`src/rtl/uart_pkg.sv`:
```
// Shared constants and FSM state types for the FIFO-buffered UART.
package uart_pkg;

  // Register byte offsets from BASE_ADDR
  localparam logic [31:0] OffTxd    = 32'h00;
  localparam logic [31:0] OffRxd    = 32'h04;
  localparam logic [31:0] OffStatus = 32'h08;
  localparam logic [31:0] OffCtrl   = 32'h0C;
  localparam logic [31:0] OffBaud   = 32'h10;

  // STATUS bit positions
  localparam int unsigned StTxEmpty   = 0;
  localparam int unsigned StTxFull    = 1;
  localparam int unsigned StRxEmpty   = 2;
  localparam int unsigned StRxFull    = 3;
  localparam int unsigned StRxOverrun = 4;
  localparam int unsigned StParityErr = 5;
  localparam int unsigned StFrameErr  = 6;
  localparam int unsigned StTxBusy    = 7;
  localparam int unsigned StTxDrop    = 8;

  // CTRL bit positions
  localparam int unsigned CtrlTxIrqEn   = 0;
  localparam int unsigned CtrlRxIrqEn   = 1;
  localparam int unsigned CtrlParityEn  = 2;
  localparam int unsigned CtrlParityOdd = 3;

  typedef enum logic [2:0] {TxIdle, TxStart, TxData, TxParity, TxStop} tx_state_e;
  typedef enum logic [2:0] {RxIdle, RxStart, RxData, RxParity, RxStop} rx_state_e;

endpackage

```
`src/rtl/uart_fifo.sv`:
```
// Synchronous FIFO; a pop frees a slot for a same-cycle push even when full.
module uart_fifo #(
  parameter int unsigned WIDTH = 8,
  parameter int unsigned DEPTH = 16
) (
  input  logic             clk,
  input  logic             rst,
  input  logic             push,
  input  logic [WIDTH-1:0] wdata,
  input  logic             pop,
  output logic [WIDTH-1:0] head,
  output logic             full,
  output logic             empty
);
  localparam int unsigned AW = $clog2(DEPTH);
  localparam logic [AW:0] FullCount = (AW+1)'(DEPTH);

  logic [WIDTH-1:0] mem [DEPTH];
  logic [AW-1:0]    wptr, rptr;
  logic [AW:0]      count;
  logic             do_push, do_pop;

  assign empty   = (count == '0);
  assign full    = (count == FullCount);
  assign do_pop  = pop & ~empty;
  assign do_push = push & (~full | do_pop);
  assign head    = mem[rptr];

  // Pointers wrap naturally because DEPTH is a power of two
  always_ff @(posedge clk or posedge rst) begin
    if (rst) begin
      wptr  <= '0;
      rptr  <= '0;
      count <= '0;
    end else begin
      if (do_push) wptr <= wptr + 1'b1;
      if (do_pop)  rptr <= rptr + 1'b1;
      case ({do_push, do_pop})
        2'b10:   count <= count + 1'b1;
        2'b01:   count <= count - 1'b1;
        default: count <= count;
      endcase
    end
  end

  // Storage array, no reset needed
  always_ff @(posedge clk) begin
    if (do_push) mem[wptr] <= wdata;
  end

endmodule

```
`src/rtl/uart_fifo_unit.sv`:
```
// Memory-mapped UART with programmable baud, optional parity, TX/RX FIFOs and irq.
module uart_fifo_unit
  import uart_pkg::*;
#(
  parameter logic [31:0] BASE_ADDR   = 32'h40000018,
  parameter int unsigned DATA_BITS   = 8,
  parameter int unsigned FIFO_DEPTH  = 16,
  parameter logic [15:0] DEFAULT_DIV = 16'd26
) (
  input  logic        clk,
  input  logic        rst,
  input  logic        rd,
  input  logic        wr,
  input  logic [31:0] addr,
  input  logic [31:0] wdata,
  output logic [31:0] rdata,
  output logic        out,
  input  logic        in,
  output logic        irq
);
  localparam logic [2:0] LastBit = 3'(DATA_BITS - 1);

  logic sel_txd, sel_rxd, sel_status, sel_ctrl, sel_baud;
  assign sel_txd    = (addr == BASE_ADDR + OffTxd);
  assign sel_rxd    = (addr == BASE_ADDR + OffRxd);
  assign sel_status = (addr == BASE_ADDR + OffStatus);
  assign sel_ctrl   = (addr == BASE_ADDR + OffCtrl);
  assign sel_baud   = (addr == BASE_ADDR + OffBaud);

  logic [3:0]  ctrl_q;
  logic [15:0] baud_q, div_cnt_q;
  logic        tick, irq_q;
  logic        rx_overrun_q, parity_err_q, frame_err_q, tx_drop_q;
  logic        rx_overrun_ev, parity_err_ev, frame_err_ev, tx_drop_ev;
  logic        stat_clr;
  logic [8:0]  status;

  logic                 tx_push, tx_pop, tx_full, tx_empty, tx_busy, tx_load;
  logic [DATA_BITS-1:0] tx_head;
  logic                 rx_push, rx_pop, rx_full, rx_empty;
  logic [DATA_BITS-1:0] rx_head;

  tx_state_e            tx_state_q, tx_state_d;
  logic [3:0]           tx_phase_q, tx_phase_d;
  logic [2:0]           tx_bit_q, tx_bit_d;
  logic [DATA_BITS-1:0] tx_shift_q, tx_shift_d;
  logic                 tx_par_q, tx_par_d;

  rx_state_e            rx_state_q, rx_state_d;
  logic [3:0]           rx_phase_q, rx_phase_d;
  logic [2:0]           rx_bit_q, rx_bit_d;
  logic [DATA_BITS-1:0] rx_shift_q, rx_shift_d;
  logic [1:0]           sync_q;
  logic                 rx_prev_q, rx_s;

  logic unused_wdata;
  assign unused_wdata = ^wdata[31:16];

  assign tick       = (div_cnt_q == 16'd0);
  assign tx_push    = wr & sel_txd;
  assign rx_pop     = rd & sel_rxd;
  assign stat_clr   = rd & sel_status;
  assign tx_busy    = (tx_state_q != TxIdle);
  assign tx_drop_ev    = tx_push & tx_full & ~tx_pop;
  assign rx_overrun_ev = rx_push & rx_full & ~rx_pop;
  assign rx_s       = sync_q[1];
  assign irq        = irq_q;

  uart_fifo #(.WIDTH(DATA_BITS), .DEPTH(FIFO_DEPTH)) u_tx_fifo (
    .clk(clk), .rst(rst), .push(tx_push), .wdata(wdata[DATA_BITS-1:0]), .pop(tx_pop),
    .head(tx_head), .full(tx_full), .empty(tx_empty)
  );

  uart_fifo #(.WIDTH(DATA_BITS), .DEPTH(FIFO_DEPTH)) u_rx_fifo (
    .clk(clk), .rst(rst), .push(rx_push), .wdata(rx_shift_q), .pop(rx_pop),
    .head(rx_head), .full(rx_full), .empty(rx_empty)
  );

  // Status word assembly
  always_comb begin
    status              = '0;
    status[StTxEmpty]   = tx_empty;
    status[StTxFull]    = tx_full;
    status[StRxEmpty]   = rx_empty;
    status[StRxFull]    = rx_full;
    status[StRxOverrun] = rx_overrun_q;
    status[StParityErr] = parity_err_q;
    status[StFrameErr]  = frame_err_q;
    status[StTxBusy]    = tx_busy;
    status[StTxDrop]    = tx_drop_q;
  end

  // Combinational read mux; an empty RXD reads as zero
  always_comb begin
    rdata = '0;
    if (rd) begin
      if (sel_rxd && !rx_empty) rdata = 32'(rx_head);
      else if (sel_status)      rdata = {23'd0, status};
      else if (sel_ctrl)        rdata = {28'd0, ctrl_q};
      else if (sel_baud)        rdata = {16'd0, baud_q};
    end
  end

  // Config registers, baud divider, sticky flags, synchroniser and irq
  always_ff @(posedge clk or posedge rst) begin
    if (rst) begin
      ctrl_q       <= '0;
      baud_q       <= DEFAULT_DIV;
      div_cnt_q    <= DEFAULT_DIV;
      rx_overrun_q <= 1'b0;
      parity_err_q <= 1'b0;
      frame_err_q  <= 1'b0;
      tx_drop_q    <= 1'b0;
      sync_q       <= 2'b11;
      rx_prev_q    <= 1'b1;
      irq_q        <= 1'b0;
    end else begin
      if (wr && sel_ctrl) ctrl_q <= wdata[3:0];
      if (wr && sel_baud) baud_q <= wdata[15:0];
      div_cnt_q    <= tick ? baud_q : div_cnt_q - 16'd1;
      // A same-cycle event wins over the read clear
      rx_overrun_q <= (rx_overrun_q & ~stat_clr) | rx_overrun_ev;
      parity_err_q <= (parity_err_q & ~stat_clr) | parity_err_ev;
      frame_err_q  <= (frame_err_q & ~stat_clr) | frame_err_ev;
      tx_drop_q    <= (tx_drop_q & ~stat_clr) | tx_drop_ev;
      sync_q       <= {sync_q[0], in};
      rx_prev_q    <= rx_s;
      irq_q        <= (ctrl_q[CtrlTxIrqEn] & tx_empty & ~tx_busy) |
                      (ctrl_q[CtrlRxIrqEn] & ~rx_empty);
    end
  end

  // TX FSM state register
  always_ff @(posedge clk or posedge rst) begin
    if (rst) begin
      tx_state_q <= TxIdle;
      tx_phase_q <= '0;
      tx_bit_q   <= '0;
      tx_shift_q <= '0;
      tx_par_q   <= 1'b0;
    end else begin
      tx_state_q <= tx_state_d;
      tx_phase_q <= tx_phase_d;
      tx_bit_q   <= tx_bit_d;
      tx_shift_q <= tx_shift_d;
      tx_par_q   <= tx_par_d;
    end
  end

  // TX next state; the stop bit chains straight into the next queued byte
  always_comb begin
    tx_state_d = tx_state_q;
    tx_phase_d = tx_phase_q;
    tx_bit_d   = tx_bit_q;
    tx_shift_d = tx_shift_q;
    tx_par_d   = tx_par_q;
    tx_load    = 1'b0;
    tx_pop     = 1'b0;
    if (tick) begin
      if (tx_state_q == TxIdle) begin
        tx_load = ~tx_empty;
      end else begin
        tx_phase_d = tx_phase_q + 4'd1;
        if (tx_phase_q == 4'd15) begin
          case (tx_state_q)
            TxStart: begin
              tx_state_d = TxData;
              tx_bit_d   = '0;
            end
            TxData: begin
              tx_shift_d = tx_shift_q >> 1;
              tx_bit_d   = tx_bit_q + 3'd1;
              if (tx_bit_q == LastBit) tx_state_d = ctrl_q[CtrlParityEn] ? TxParity : TxStop;
            end
            TxParity: tx_state_d = TxStop;
            TxStop: begin
              if (!tx_empty) tx_load = 1'b1;
              else           tx_state_d = TxIdle;
            end
            default: tx_state_d = TxIdle;
          endcase
        end
      end
    end
    if (tx_load) begin
      tx_pop     = 1'b1;
      tx_shift_d = tx_head;
      tx_par_d   = (^tx_head) ^ ctrl_q[CtrlParityOdd];
      tx_state_d = TxStart;
      tx_phase_d = '0;
    end
  end

  // Serial line decoded from state so reset forces it high immediately
  always_comb begin
    case (tx_state_q)
      TxStart:  out = 1'b0;
      TxData:   out = tx_shift_q[0];
      TxParity: out = tx_par_q;
      default:  out = 1'b1;
    endcase
  end

  // RX FSM state register
  always_ff @(posedge clk or posedge rst) begin
    if (rst) begin
      rx_state_q <= RxIdle;
      rx_phase_q <= '0;
      rx_bit_q   <= '0;
      rx_shift_q <= '0;
    end else begin
      rx_state_q <= rx_state_d;
      rx_phase_q <= rx_phase_d;
      rx_bit_q   <= rx_bit_d;
      rx_shift_q <= rx_shift_d;
    end
  end

  // RX next state: start verified at tick 8, later bits sampled every 16 ticks
  always_comb begin
    rx_state_d    = rx_state_q;
    rx_phase_d    = rx_phase_q;
    rx_bit_d      = rx_bit_q;
    rx_shift_d    = rx_shift_q;
    rx_push       = 1'b0;
    parity_err_ev = 1'b0;
    frame_err_ev  = 1'b0;
    if (rx_state_q == RxIdle) begin
      if (rx_prev_q && !rx_s) begin
        rx_state_d = RxStart;
        rx_phase_d = '0;
      end
    end else if (tick) begin
      rx_phase_d = rx_phase_q + 4'd1;
      case (rx_state_q)
        RxStart: begin
          if (rx_phase_q == 4'd7) begin
            rx_phase_d = '0;
            rx_bit_d   = '0;
            rx_state_d = rx_s ? RxIdle : RxData;
          end
        end
        RxData: begin
          if (rx_phase_q == 4'd15) begin
            rx_shift_d = {rx_s, rx_shift_q[DATA_BITS-1:1]};
            rx_bit_d   = rx_bit_q + 3'd1;
            if (rx_bit_q == LastBit) rx_state_d = ctrl_q[CtrlParityEn] ? RxParity : RxStop;
          end
        end
        RxParity: begin
          if (rx_phase_q == 4'd15) begin
            parity_err_ev = rx_s ^ (^rx_shift_q) ^ ctrl_q[CtrlParityOdd];
            rx_state_d    = RxStop;
          end
        end
        RxStop: begin
          if (rx_phase_q == 4'd15) begin
            rx_state_d   = RxIdle;
            rx_push      = rx_s;
            frame_err_ev = ~rx_s;
          end
        end
        default: rx_state_d = RxIdle;
      endcase
    end
  end

endmodule
```
`config.mk`:
```
export PLATFORM = sky130hd
export DESIGN_NAME = uart_fifo_unit
export DESIGN_NICKNAME = d
export VERILOG_FILES = /design/src/rtl/uart_pkg.sv /design/src/rtl/uart_fifo.sv /design/src/rtl/uart_fifo_unit.sv
export SDC_FILE = /design/constraint.sdc
export NUM_CORES = 1
export LEC_CHECK = 0
export BUFFER_PORTS_ARGS = -buffer_cell sky130_fd_sc_hd__buf_2
export CAP_MARGIN = 20
export CELL_PAD_IN_SITES_DETAIL_PLACEMENT = 1
export CELL_PAD_IN_SITES_GLOBAL_PLACEMENT = 2
export CORE_MARGIN = 4
export CORE_UTILIZATION = 40
export CTS_CLUSTER_SIZE = 8
export DETAILED_ROUTE_END_ITERATION = 7
export HOLD_SLACK_MARGIN = 0.05
export PLACE_DENSITY = 0.71
export SYNTH_ARGS = -nofsm -noshare
export SYNTH_HDL_FRONTEND = slang
export SYNTH_SLANG_ARGS = --single-unit
```
`constraint.sdc`:
```
create_clock -name clk -period 3.5 [get_ports clk]
set_input_delay 0.35 -clock clk [delete_from_list [all_inputs] [get_ports clk]]
set_output_delay 0.35 -clock clk [all_outputs]
set_load 0.01 [all_outputs]
```
==> metrics.md, run 1 <==
| Metric | Value |
|---|---|
| Run status | `finished, final reports clean` |
| Initial core utilization | `between 40 and 50%` |
| First-iteration detailed-routing DRC count | `approximately 650` |
| Slowest cell on the critical path | `mux4_2` |
| Mapped Cells | `between 1k and 1.5k` |
| Die area | `~0.043 sq mm` |
| Final min period | `about 3300 ps` |
| RSZ-0062 raised after global routing | `no` |
| CP Buf/Inv Count | `2` |
| Peak VDD IR | `between 0.3 and 0.4 mV` |
| Top post-synthesis cells by area | `edfxtp_1 48%, dfrtp_1 15%, mux4_2 5.1%` |
| Sink Count | `between 300 and 400` |
| Post-DP HPWL | `25,800 um` |
| Root buf cell | `clkbuf_16` |
| Layout cells sized above 1 | `between 20% and 30%` |
| DRC | `0` |
| Worst Path Required | `roughly 3200 ps` |
| Core area | `approximately 0.040 sq mm` |
| Die Width | `about 210 um` |
| # rows | `73` |
| Clock Latency Late Sink | `just under 600 ps` |
| Slew @ Worst Pin | `between 800 and 900 ps` |
| Cell area after synthesis | `0.0160 sq mm` |
| Port Buf Inserts | `70` |
| PD cells | `~530 mW/mm^2` |
| Top_reg_cell synth | `edfxtp_1` |
| Layout Nets | `about 1.3k` |
| Clock Pin Slew Worst Setup and Hold Paths | `around 50 ps` |
| Seq/Total Area, Yosys | `between 60 and 70%` |
| Number of antenna diodes | `0` |
| Avg Cell Area, Syn | `approximately 15 sq um` |
| Num ports | `between 100 and 150` |
| Vias in the first global route | `9,994` |
| Pleak | `about 0.0073 uW` |
| Final Cell Area | `approximately 0.019 sq mm` |
| Max Fclk | `slightly above 0.3 GHz` |
| Drt wl/cell | `between 20 and 25 um` |
| ANT nets after route | `0` |
| Cell family with the largest share of critical-path delay | `multiplexers` |
| # Post-CTS Setup Buffers | `0` |
| Vias | `9,281` |
| Max Slew Vio Count | `0` |
| Slew margin rel. | `between 40% and 50%` |
| Inserted Clock Buffers | `between 50 and 60` |
| Number of synthesized flops with an enable pin | `between 200 and 300` |
| Total Wirelength | `around 38,000 um` |
| Max FO, Critical Path | `44` |
| H-Tree Depth | `2` |
| Min-Delay Path Class | `in2reg` |
| Met2 Routed Length | `between 15,000 and 20,000 um` |
| Via/cell ratio | `around 5.3` |
| GPL Wtd Cong | `0.777` |
| Clock skew | `43.3 ps` |
| Largest net degree at the start of global routing | `between 60 and 70` |
| Met3 wire len | `between 1500 and 2000 um` |
| CP Capture Type | `primary output` |
| P&R area growth vs syn | `17.1%` |
| Crit path DAT | `roughly 2900 ps` |
| Max-cap check violation count | `0` |
| First-pass GRT wire length | `60,200 um` |
| Initial DRT Pass Iterations | `5` |
| Worst Setup Start Kind | `flip-flop` |
| Yosys reg bits | `363` |
| CP Cell Sequence | `buf_12 > mux4_2 > mux4_2 > a22oi_1 > nor2_1 > buf_2` |
| Netlist cell types | `between 70 and 80` |
| Die H | `around 210 um` |
| Post-synth top area share | `between 40% and 50%` |
| Post-route setup TNS | `0 ps` |
| Max layer used | `met4` |
| Setup CP Type | `reg2out` |
| Yosys warns | `0` |
| Max incr delay on CP | `590 ps` |
| Fraction of registers with async set/reset | `between 20 and 30%` |
| Setup Viol. Count Final | `0` |
| Fin crit share | `93.5%` |
| Initial antenna violation count | `0` |
| Gr usage total | `17.8%` |
| Grt ovf | `0` |
| Maximum clock insertion buffer count | `3` |
| Most used cell, CP | `mux4_2` |
| Met1 wire length | `about 17,000 um` |
| Post-DP Area | `approximately 0.017 sq mm` |
| CTS tree | `built` |
| Area leader, netlist | `edfxtp_1` |
| Hold Vio Cnt, Final | `0` |
-- registers in the layout, indices dropped and copies added (netlist names), 5 cells and up --
name,count
rx_shift_q,8
div_cnt_q,16
baud_q,16
tx_shift_q,8
u_tx_fifo.mem,128
u_rx_fifo.count,5
u_rx_fifo.mem,128
u_tx_fifo.count,5
-- synth_stat cells (all sizes together), types with 4 or more instances --
library cell,count
nand2,66
xor2,8
a22oi,11
mux2i,31
ha,23
and3,13
nor2b,8
nor3,19
inv,20
or4,4
nor4,14
mux4,60
nor2,70
a21oi,35
clkbuf,28
or3,4
a21o,10
a221oi,8
and4bb,4
nand4,7
dfrtp,98
buf,38
a31oi,4
nor3b,4
nand3,26
edfxtp,256
and2,13
dfstp,9
mux2,39
xnor2,35
o21ai,39
or2,5
-- logic make-up after synthesis --
group	Yosys count	synth area share [%]
flops	363	64.7
fa+ha+maj	25	2.04
buf+inv	87	2.85
xor+xnor	46	2.82
other cells	1	0.0234
compound gates	130	5.17
mux	130	13.7
simple gates	272	8.70
-- stage by stage --
stage | utilization [%] | total power (uW) | std cells | setup WS (ps) | hold WS [ps]
detailed placement | 43.2 | 5420 | 1647 | 376 | 347
global placement | 43.2 | 5410 | 1647 | 423 | 347
global route | 47.3 | 10400 | 1750 | 40.9 | 170
floorplan | - | 5230 | 1069 | 348 | 345
finish | 47.3 | 9970 | 1750 | 229 | 182
CTS | 47.3 | 10100 | 1750 | 175 | 148
-- report_power, final --
part / total [uW] / internal, uW / switching, uW
sequential: 4790 / 4690 / 101
combinational: 555 / 237 / 318
clock: 4620 / 2780 / 1840
total: 9970 / 7710 / 2260
-- routing by layer --
layer | global-route usage (%) | up-vias
met1 | 24.2 | 4791
met5 | 0 | -
met3 | 3.77 | 51
li1 | - | 4284
met4 | 4.58 | 0
met2 | 29.3 | 155
-- final timing paths --
| check | startpoint | to | slack (ps) | cells after the start |
|---|---|---|---|---|
| setup / recovery | u_rx_fifo.rptr[0]$_DFFE_PP0P_ | rdata[1] | 230 | 6 |
| hold / removal | wdata[5] | u_tx_fifo.mem[11][5]$_DFFE_PP_ | 180 | 1 |
| setup reg to reg | div_cnt_q[11]$_DFF_PP0_ | u_rx_fifo.mem[8][0]$_DFFE_PP_ | 430 | 6 |
| hold reg to reg | sync_q[0]$_DFF_PP1_ | sync_q[1]$_DFF_PP1_ | 360 | 0 |
| max in group asynchronous | rst | rx_prev_q$_DFF_PP1_ | 2230 | 4 |
| min in group asynchronous | rst | u_rx_fifo.rptr[1]$_DFFE_PP0P_ | 420 | 3 |
-- layout by cell type, fill, tap and decap left out, drive strengths merged, types with 19 or more instances in the layout --
cell type,synthesis,routed
a21oi,35,35
dfrtp,98,98
nand2,66,66
buf,38,119
mux4,60,60
mux2i,31,31
mux2,39,39
clkbuf,28,90
edfxtp,256,256
nor2,70,70
ha,23,23
nor3,19,19
o21ai,39,39
inv,20,20
xnor2,35,35
nand3,26,26
-- layout make-up --
class	instances	area, sq um
Fill cell	3937	20900
Sequential cell	363	10400
Multi-Input combinational cell	619	5270
Clock buffer	90	1440
Timing Repair Buffer	129	881
Tap cell	525	657
Inverter	21	81.3
Clock inverter	3	76.3
-- repair_timing --
action | in CTS | in global routing
hold endpoints to repair | 51 | 0
hold buffers | 10 | 0
resized for setup | 0 | 0
(Power assumes the default switching activity.)
==> run 2, diff against run 1 <==
--- a/config.mk
+++ b/config.mk
@@ -10,11 +10,11 @@
 export CELL_PAD_IN_SITES_DETAIL_PLACEMENT = 1
 export CELL_PAD_IN_SITES_GLOBAL_PLACEMENT = 2
 export CORE_MARGIN = 4
-export CORE_UTILIZATION = 40
+export CORE_UTILIZATION = 44
 export CTS_CLUSTER_SIZE = 8
 export DETAILED_ROUTE_END_ITERATION = 7
 export HOLD_SLACK_MARGIN = 0.05
-export PLACE_DENSITY = 0.71
+export PLACE_DENSITY = 0.77
 export SYNTH_ARGS = -nofsm -noshare
 export SYNTH_HDL_FRONTEND = slang
 export SYNTH_SLANG_ARGS = --single-unit
==> run 2 against run 1 <==
Against the previous run:
- cell count is 3.8% lower
- largest power group unchanged
- largest cell class unchanged
- non-clock buffer count is 4 lower
- total power increased by 0.33%
- via count about the same
- sequential power is essentially flat
- first-iteration DRC count is 21% lower
==> metrics.md, run 2 (synthesis results as in run 1) <==
| Metric | Value |
|---|---|
| Fin crit share | `95.5% (+2.1 points)` |
| Met3 wire len | `1940 um (+23%)` |
| Final Cell Area | `0.0187 sq mm (-0.59%)` |
| Max Slew Vio Count | `0 (unchanged)` |
| # Post-CTS Setup Buffers | `0 (unchanged)` |
| Max layer used | `met4` |
| Sink Count | `363 (unchanged)` |
| Regs by FF count | `u_rx_fifo.mem (128), u_tx_fifo.mem (128)` |
| Clock skew | `27.6 ps (-15.8 ps)` |
| Vias | `9,282 (+0.011%)` |
| Commonest non-fill, non-tap cell in the layout | `edfxtp_1` |
| Core area | `0.0357 sq mm (-10%)` |
| # rows | `69 (-5.5%)` |
| Met1 wire length | `16,600 um (-3.1%)` |
| Max FO, Critical Path | `19 (-57%)` |
| Slew margin rel. | `47.1% (+2.5 points)` |
| Port Buf Inserts | `70 (unchanged)` |
| Number of antenna diodes | `0 (unchanged)` |
| Initial DRT Pass Iterations | `4 (-1)` |
| Post-route setup TNS | `0 ps (unchanged)` |
| Max Fclk | `0.299 GHz (-2.2%)` |
| Grt ovf | `0 (unchanged)` |
| Final min period | `3340 ps (+73.3 ps)` |
| Layout Nets | `1,275 (-0.31%)` |
| Inserted Clock Buffers | `51 (unchanged)` |
| First-pass GRT wire length | `58,300 um (-3.2%)` |
| CP Capture Type | `primary output` |
| Layout cells sized above 1 | `22.2% (-0.37 points)` |
| Drt wl/cell | `22.2 um (+1.4%)` |
| Max incr delay on CP | `610 ps (+20 ps)` |
| First-iteration detailed-routing DRC count | `509 (-21%)` |
| DP Worst Slack | `194 ps (-182 ps)` |
| Run status | `finished, final reports clean` |
| Clock Latency Late Sink | `590 ps (about the same)` |
| Slew @ Worst Pin | `791 ps (-39.1 ps)` |
| Max-cap check violation count | `0 (unchanged)` |
| Final worst-path setup slack | `156 ps (-73.3 ps)` |
| Initial core utilization | `44.9% (+4.5 points)` |
| Setup Viol. Count Final | `0 (unchanged)` |
| Met2 Routed Length | `18,200 um (-3.4%)` |
| H-Tree Depth | `2 (unchanged)` |
| Vias in the first global route | `9,885 (-1.1%)` |
| Clock Pin Slew Worst Setup and Hold Paths | `50 ps (about the same)` |
| Most frequent cells in the layout | `256 x edfxtp_1, 96 x dfrtp_1, 70 x nor2_1, 70 x buf_2, 66 x nand2_1` |
| Post-DP Area | `0.0170 sq mm (-0.79%)` |
| Num ports | `103 (unchanged)` |
| Peak VDD IR | `0.439 mV (+27%)` |
| Die H | `199 um (-4.5%)` |
| PD cells | `536 mW/mm^2 (+0.93%)` |
| P&R area growth vs syn | `16.4%` |
| Crit path DAT | `2990 ps (+70 ps)` |
| Pleak | `0.00728 uW (-0.36%)` |
| RSZ-0062 raised after global routing | `no` |
| Die Width | `199 um (-4.5%)` |
| CTS tree | `built` |
| Worst Setup Start Kind | `flip-flop` |
| Largest net degree at the start of global routing | `72 (+18%)` |
| Via/cell ratio | `5.51 (+3.9%)` |
| Slowest cell on the critical path | `dfrtp_4` |
| Die area | `0.0396 sq mm (-8.8%)` |
| DRC | `0 (unchanged)` |
| Maximum clock insertion buffer count | `3 (unchanged)` |
| CP Cell Sequence | `buf_12 > mux4_2 > mux4_2 > a22oi_1 > nor2_1 > buf_2` |
| Min-Delay Path Class | `in2reg` |
| Most used cell, CP | `mux4_2` |
| GPL Wtd Cong | `0.753 (-3.0%)` |
| Post-DP HPWL | `24,700 um (-4.1%)` |
| Hold Vio Cnt, Final | `0 (unchanged)` |
| ANT nets after route | `0 (unchanged)` |
| Worst Path Required | `3150 ps (about the same)` |
| Initial antenna violation count | `0 (unchanged)` |
| Setup CP Type | `reg2out` |
| Root buf cell | `clkbuf_16` |
| Gr usage total | `19.3% (+1.5 points)` |
| Total Wirelength | `37,300 um (-2.4%)` |
-- run 2: per-stage QoR --
step	hold slack (ps)	power (uW)	std cells	utilization, %
2_1_floorplan	345	5230	1069	-
3_3_place_gp	387	5400	1579	47.6
3_5_place_dp	384	5420	1579	47.6
4_1_cts	162	10100	1684	52.2
5_1_grt	176	10400	1684	52.2
6_report	193	10000	1684	52.2
-- run 2: routing by layer --
layer	vias to the layer above	track usage, %
met5	-	0
met3	49	3.98
met1	4755	26.9
li1	4273	-
met2	205	31.6
met4	0	4.56
-- run 2: cell type report --
| type | count | area (sq um) |
|---|---|---|
| fill | 3447 | 17100 |
| tap | 461 | 577 |
| multi-input combinational | 619 | 5280 |
| inverter | 21 | 81.3 |
| clock inverter | 4 | 106 |
| timing repair buffer | 125 | 826 |
| clock buffer | 91 | 1430 |
| sequential | 363 | 10400 |
-- run 2: timing repair --
item                       CTS  global route
hold buffers                10             0
resized for setup            0             2
hold endpoints to repair    44             0
setup endpoints to repair    0            70
-- run 2: worst paths after layout --
| path | to | slack, ps | startpoint | cells past startpoint |
|---|---|---|---|---|
| max reg2reg | u_rx_fifo.count[4]$_DFFE_PP0P_ | 320 | div_cnt_q[11]$_DFF_PP0_ | 10 |
| min reg2reg | sync_q[1]$_DFF_PP1_ | 370 | sync_q[0]$_DFF_PP1_ | 0 |
| max in group asynchronous | div_cnt_q[4]$_DFF_PP1_ | 2240 | rst | 4 |
| min | rx_overrun_q$_DFF_PP0_ | 190 | rd | 3 |
| min in group asynchronous | u_rx_fifo.count[1]$_DFFE_PP0P_ | 400 | rst | 3 |
| max | rdata[0] | 160 | u_rx_fifo.rptr[0]$_DFFE_PP0P_ | 6 |
-- run 2: worst max-delay path: cells and delay by family, from the launching register on --
kind,cells,cell delay (ps)
AOI/OAI and AO/OA,1,250
buffers and inverters,2,390
DFF,1,610
muxes,2,1080
and+or+nand+nor,1,70
-- run 2: power by group --
group	internal, uW	leakage [uW]	switching, uW
registers	4690	0.00370	117
logic	229	0.00286	312
clock network	2820	0.000720	1830
==> run 3, diff against run 2 <==
--- a/config.mk
+++ b/config.mk
@@ -10,11 +10,13 @@
 export CELL_PAD_IN_SITES_DETAIL_PLACEMENT = 1
 export CELL_PAD_IN_SITES_GLOBAL_PLACEMENT = 2
 export CORE_MARGIN = 4
-export CORE_UTILIZATION = 44
+export CORE_UTILIZATION = 45
 export CTS_CLUSTER_SIZE = 8
 export DETAILED_ROUTE_END_ITERATION = 7
+export GPL_TIMING_DRIVEN = 0
 export HOLD_SLACK_MARGIN = 0.05
-export PLACE_DENSITY = 0.77
+export PLACE_DENSITY = 0.78
 export SYNTH_ARGS = -nofsm -noshare
 export SYNTH_HDL_FRONTEND = slang
+export SYNTH_HIERARCHICAL = 1
 export SYNTH_SLANG_ARGS = --single-unit
==> run 3 against run 2 <==
Against the previous run:
- clock-buffer cell count grew 1
- register-to-register slack worse by 200 ps
- utilization is 1.0 points higher
- clock power decreased by 2%
- sequential power increased by 0.8%
==> metrics.md, run 3 <==
| Metric | Value |
|---|---|
| Clock Latency Late Sink | `580 ps (about the same)` |
| Gr usage total | `20.4% (+1.1 points)` |
| Number of synthesized flops with an enable pin | `256 (unchanged)` |
| Port Buf Inserts | `69 (-1.4%)` |
| R2R depth | `14 (+4)` |
| Most frequent cells in the layout | `256 x edfxtp_1, 98 x dfrtp_1, 80 x buf_2` |
| Root buf cell | `clkbuf_16` |
| Post-route setup TNS | `0 ps (unchanged)` |
| Sequential power share | `43.8% (-4.3 points)` |
| Final Util | `53.2% (+1.0 points)` |
| Clock power frac | `41.0% (-5.5 points)` |
| Yosys reg bits | `363 (unchanged)` |
| Worst Setup Start Kind | `flip-flop` |
| ANT nets after route | `0 (unchanged)` |
| Largest net degree at the start of global routing | `52 (-28%)` |
| PD cells | `586 mW/mm^2 (+9.4%)` |
| Area of the multi-input gates | `0.00548 sq mm (+3.8%)` |
| Mux share of post-synthesis cell area | `13.0% (-0.74 points)` |
| CP Capture Type | `flip-flop` |
| Layout Nets | `1,306 (+2.4%)` |
| Inserted Clock Buffers | `51 (unchanged)` |
| Min-Delay Path Class | `in2reg` |
| Max Slew Vio Count | `0 (unchanged)` |
| Initial antenna violation count | `0 (unchanged)` |
| Number of antenna diodes | `0 (unchanged)` |
| Pint | `8130 uW (+5.1%)` |
| Busiest layer in global routing | `met2` |
| Slew margin rel. | `47.4% (+0.31 points)` |
| Maximum clock insertion buffer count | `3 (unchanged)` |
| Via/cell ratio | `5.57 (+0.99%)` |
| Grt met1 use | `29.2% (+2.2 points)` |
| H-Tree Depth | `2 (unchanged)` |
| Final worst-path setup slack | `115 ps (-40.7 ps)` |
| Max Fclk | `0.295 GHz (-1.2%)` |
| Vias in the first global route | `10.3k (+3.9%)` |
| Sink Count | `363 (unchanged)` |
| Grt ovf | `0 (unchanged)` |
| WHS Endpoint | `u_tx_fifo/mem[8][0]$_DFFE_PP_` |
| Clock skew | `27.6 ps (+0.0421 ps)` |
| Reg-to-Reg End | `u_tx_fifo/count[4]$_DFFE_PP0P_` |
| Total Wirelength | `39,000 um (+4.5%)` |
| FF/Latch Area | `0.0104 sq mm (about the same)` |
| Die Width | `197 um (-0.75%)` |
| Peak VDD IR | `0.477 mV (+8.6%)` |
| Total power | `11,100 uW (+11%)` |
| CP Cell Sequence | `buf_6 > nor4_1 > and4_1 > buf_6 > nand4_1 > buf_6 > clkinvlp_4 > o21ai_2 > or2_2 > fa_1 > nand2b_1 > a211o_1 > o31a_1 > o211ai_1` |
| Worst hold stages | `1 (-2)` |
| Core area | `0.0355 sq mm (-0.72%)` |
| Slowest cell on the critical path | `fa_1` |
| Netlist cell types | `67 (-12%)` |
| Max FO, Critical Path | `10 (-9)` |
| NetSw | `2940 uW (+30%)` |
| DP Cell Count | `1,606 (+1.7%)` |
| Cell area after synthesis | `0.0162 sq mm (+0.69%)` |
| Worst Path Required | `3980 ps (+830 ps)` |
| Run status | `finished, final reports clean` |
| # rows | `69 (unchanged)` |
| Avg Cell Area, Syn | `15.2 sq um (+0.12%)` |
| DRC | `0 (unchanged)` |
| Top_reg_cell synth | `edfxtp_1` |
| Switching share of power | `26.5% (+3.9 points)` |
| Pleak | `0.00727 uW (about the same)` |
| Most used cell, CP | `buf_6` |
| CP Buf/Inv Count | `4 (+2)` |
| Hold Vio Cnt, Final | `0 (unchanged)` |
| Reg2reg setup slack | `120 ps (-200 ps)` |
| Logic pwr share | `15.2% (+9.8 points)` |
| Routing usage on met2 | `32.2% (+0.60 points)` |
| First-iteration detailed-routing DRC count | `573 (+13%)` |
| Crit path DAT | `3860 ps (+870 ps)` |
| Synth Area in XOR/XNOR | `2.76% (-0.050 points)` |
| RSZ-0062 raised after global routing | `yes` |
| Fraction of registers with async set/reset | `29.5% (unchanged)` |
| Setup CP Type | `reg2reg` |
| Yosys warns | `6 (+6)` |
| Num ports | `103 (unchanged)` |
| Clock Pin Slew Worst Setup and Hold Paths | `50 ps (about the same)` |
| Initial DRT Pass Iterations | `5 (+1)` |
| Met3 Resource Use GR | `3.22% (-0.76 points)` |
| Area leader, netlist | `edfxtp_1` |
| Compound-Gate Fraction of Synth Area | `5.73% (+0.56 points)` |
| Most frequent cells after synthesis | `256 x edfxtp_1, 98 x dfrtp_1, 64 x mux4_2` |
| Setup Viol. Count Final | `0 (unchanged)` |
| Slew @ Worst Pin | `789 ps (-2.77 ps)` |
| Max-cap check violation count | `0 (unchanged)` |
| Layout cells sized above 1 | `25.4% (+3.1 points)` |
| Seq/Total Area, Yosys | `64.2% (-0.44 points)` |
| Drt wl/cell | `22.8 um (+2.6%)` |
| DP Worst Slack | `-648 ps (-842 ps)` |
| Fill cell count | `3,394 (-1.5%)` |
| Simple-gate share of the synthesized area | `9.32% (+0.62 points)` |
| Worst min-delay path startpoint | `wdata[0]` |
| Post-DP HPWL | `26,300 um (+6.5%)` |
| CTS tree | `built` |
| Adder-cell share of the synthesized area | `2.11% (+0.064 points)` |
| P&R area growth vs syn | `17.0%` |
| GPL Wtd Cong | `0.806 (+7.0%)` |
| Mapped Cells | `1,060 (+0.57%)` |
| Max incr delay on CP | `400 ps (-210 ps)` |
| First-pass GRT wire length | `61,000 um (+4.6%)` |
| R2R Path Start | `div_cnt_q[2]$_DFF_PP0_` |
| Fin crit share | `96.7% (+1.2 points)` |
| Cell family with the largest share of critical-path delay | `simple AND/OR/NAND/NOR gates` |
| Die area | `0.0390 sq mm (-1.5%)` |
| Commonest non-fill, non-tap cell in the layout | `edfxtp_1` |
| Vias | `9,541 (+2.8%)` |
| Most common cell in the netlist | `edfxtp_1` |
| Final min period | `3380 ps (+40.7 ps)` |
| Finished Layout Cells | `1,714 (+1.8%)` |
| Top post-synthesis cells by area | `edfxtp_1 48%, dfrtp_1 15%, mux4_2 8.9%` |
| Regs by FF count | `u_rx_fifo/mem (128), u_tx_fifo/mem (128)` |
| Initial core utilization | `45.5% (+0.64 points)` |
| Largest family of logic cells by synthesized area | `multiplexers` |
| Post-synth top area share | `47.6% (-0.33 points)` |
| Die H | `197 um (-0.75%)` |
==> run 3: cell count changes after synthesis, sizes merged, moves of 6 or more <==
cell    change
a21o        -6
a21oi       -7
a221oi      -8
a22oi      +21
and2       +24
inv         +8
mux2i      -10
nand2      -11
nand2b     +10
nor2       -25
nor2b       +6
o21ai      -15
xnor2       +7
==> run 3: kinds of logic (layout without fill, tap and decap cells) <==
kind of cell,Yosys count,in the layout
compound gates,136,136
xor+xnor,51,51
fa+ha+maj,26,26
buf+inv,93,271
flops,363,363
mux,121,121
other cells,1,16
simple gates,269,269
==> run 3: power groups by stage <==
stage	logic, uW	clock network (uW)	registers, uW
CTS	1700	4660	4830
global route	1900	4860	4860
floorplan	1240	0	4880
detailed placement	1690	0	4910
finish	1680	4540	4850
global placement	1630	0	4910
==> run 3: layer usage <==
layer,share of wire [%],wire length [um]
met1,45,17500
met2,49,19000
met3,3.9,1520
met4,2.6,1020
met5,0,0
==> run 3: cell type report <==
cell class | instances | share of cell area (%)
Multi-Input combinational cell | 619 | 29.0
Inverter | 28 | 0.603
Clock inverter | 3 | 0.199
Tap cell | 461 | 3.05
Sequential cell | 363 | 54.9
Clock buffer | 92 | 7.62
Buffer | 63 | 1.92
Timing Repair Buffer | 85 | 2.70
==> run 3: metrics by stage <==
step	hold WS, ps	cell area, sq um
after CTS	147	18800
after floorplan	227	16200
after global placement	348	17100
after detailed placement	350	17200
final	175	18900
after global routing	168	18900
==> run 3: worst max-delay path by stage <==
stage                                         startpoint                        endpoint  slack (ps)  cells after the start
after detailed placement  u_tx_fifo/count[0]$_DFFE_PP0P_  u_tx_fifo/count[3]$_DFFE_PP0P_        -650                     15
after floorplan                                 addr[21]  u_rx_fifo/count[4]$_DFFE_PP0P_         160                     11
after CTS                         div_cnt_q[2]$_DFF_PP0_  u_tx_fifo/count[4]$_DFFE_PP0P_          90                     14
final                             div_cnt_q[2]$_DFF_PP0_  u_tx_fifo/count[4]$_DFFE_PP0P_         120                     14
after global routing              div_cnt_q[2]$_DFF_PP0_  u_rx_fifo/count[4]$_DFFE_PP0P_         -30                     13
after global placement            div_cnt_q[5]$_DFF_PP0_  u_rx_fifo/count[3]$_DFFE_PP0P_        -550                     13
==> run 3: what timing repair did <==
item,4_1_cts,5_1_grt
pin swaps,2,1
resized for setup,21,20
setup buffers,3,2
hold buffers,10,0
endpoints found under the hold margin,63,0
setup endpoints to repair,265,140
cloned,0,0
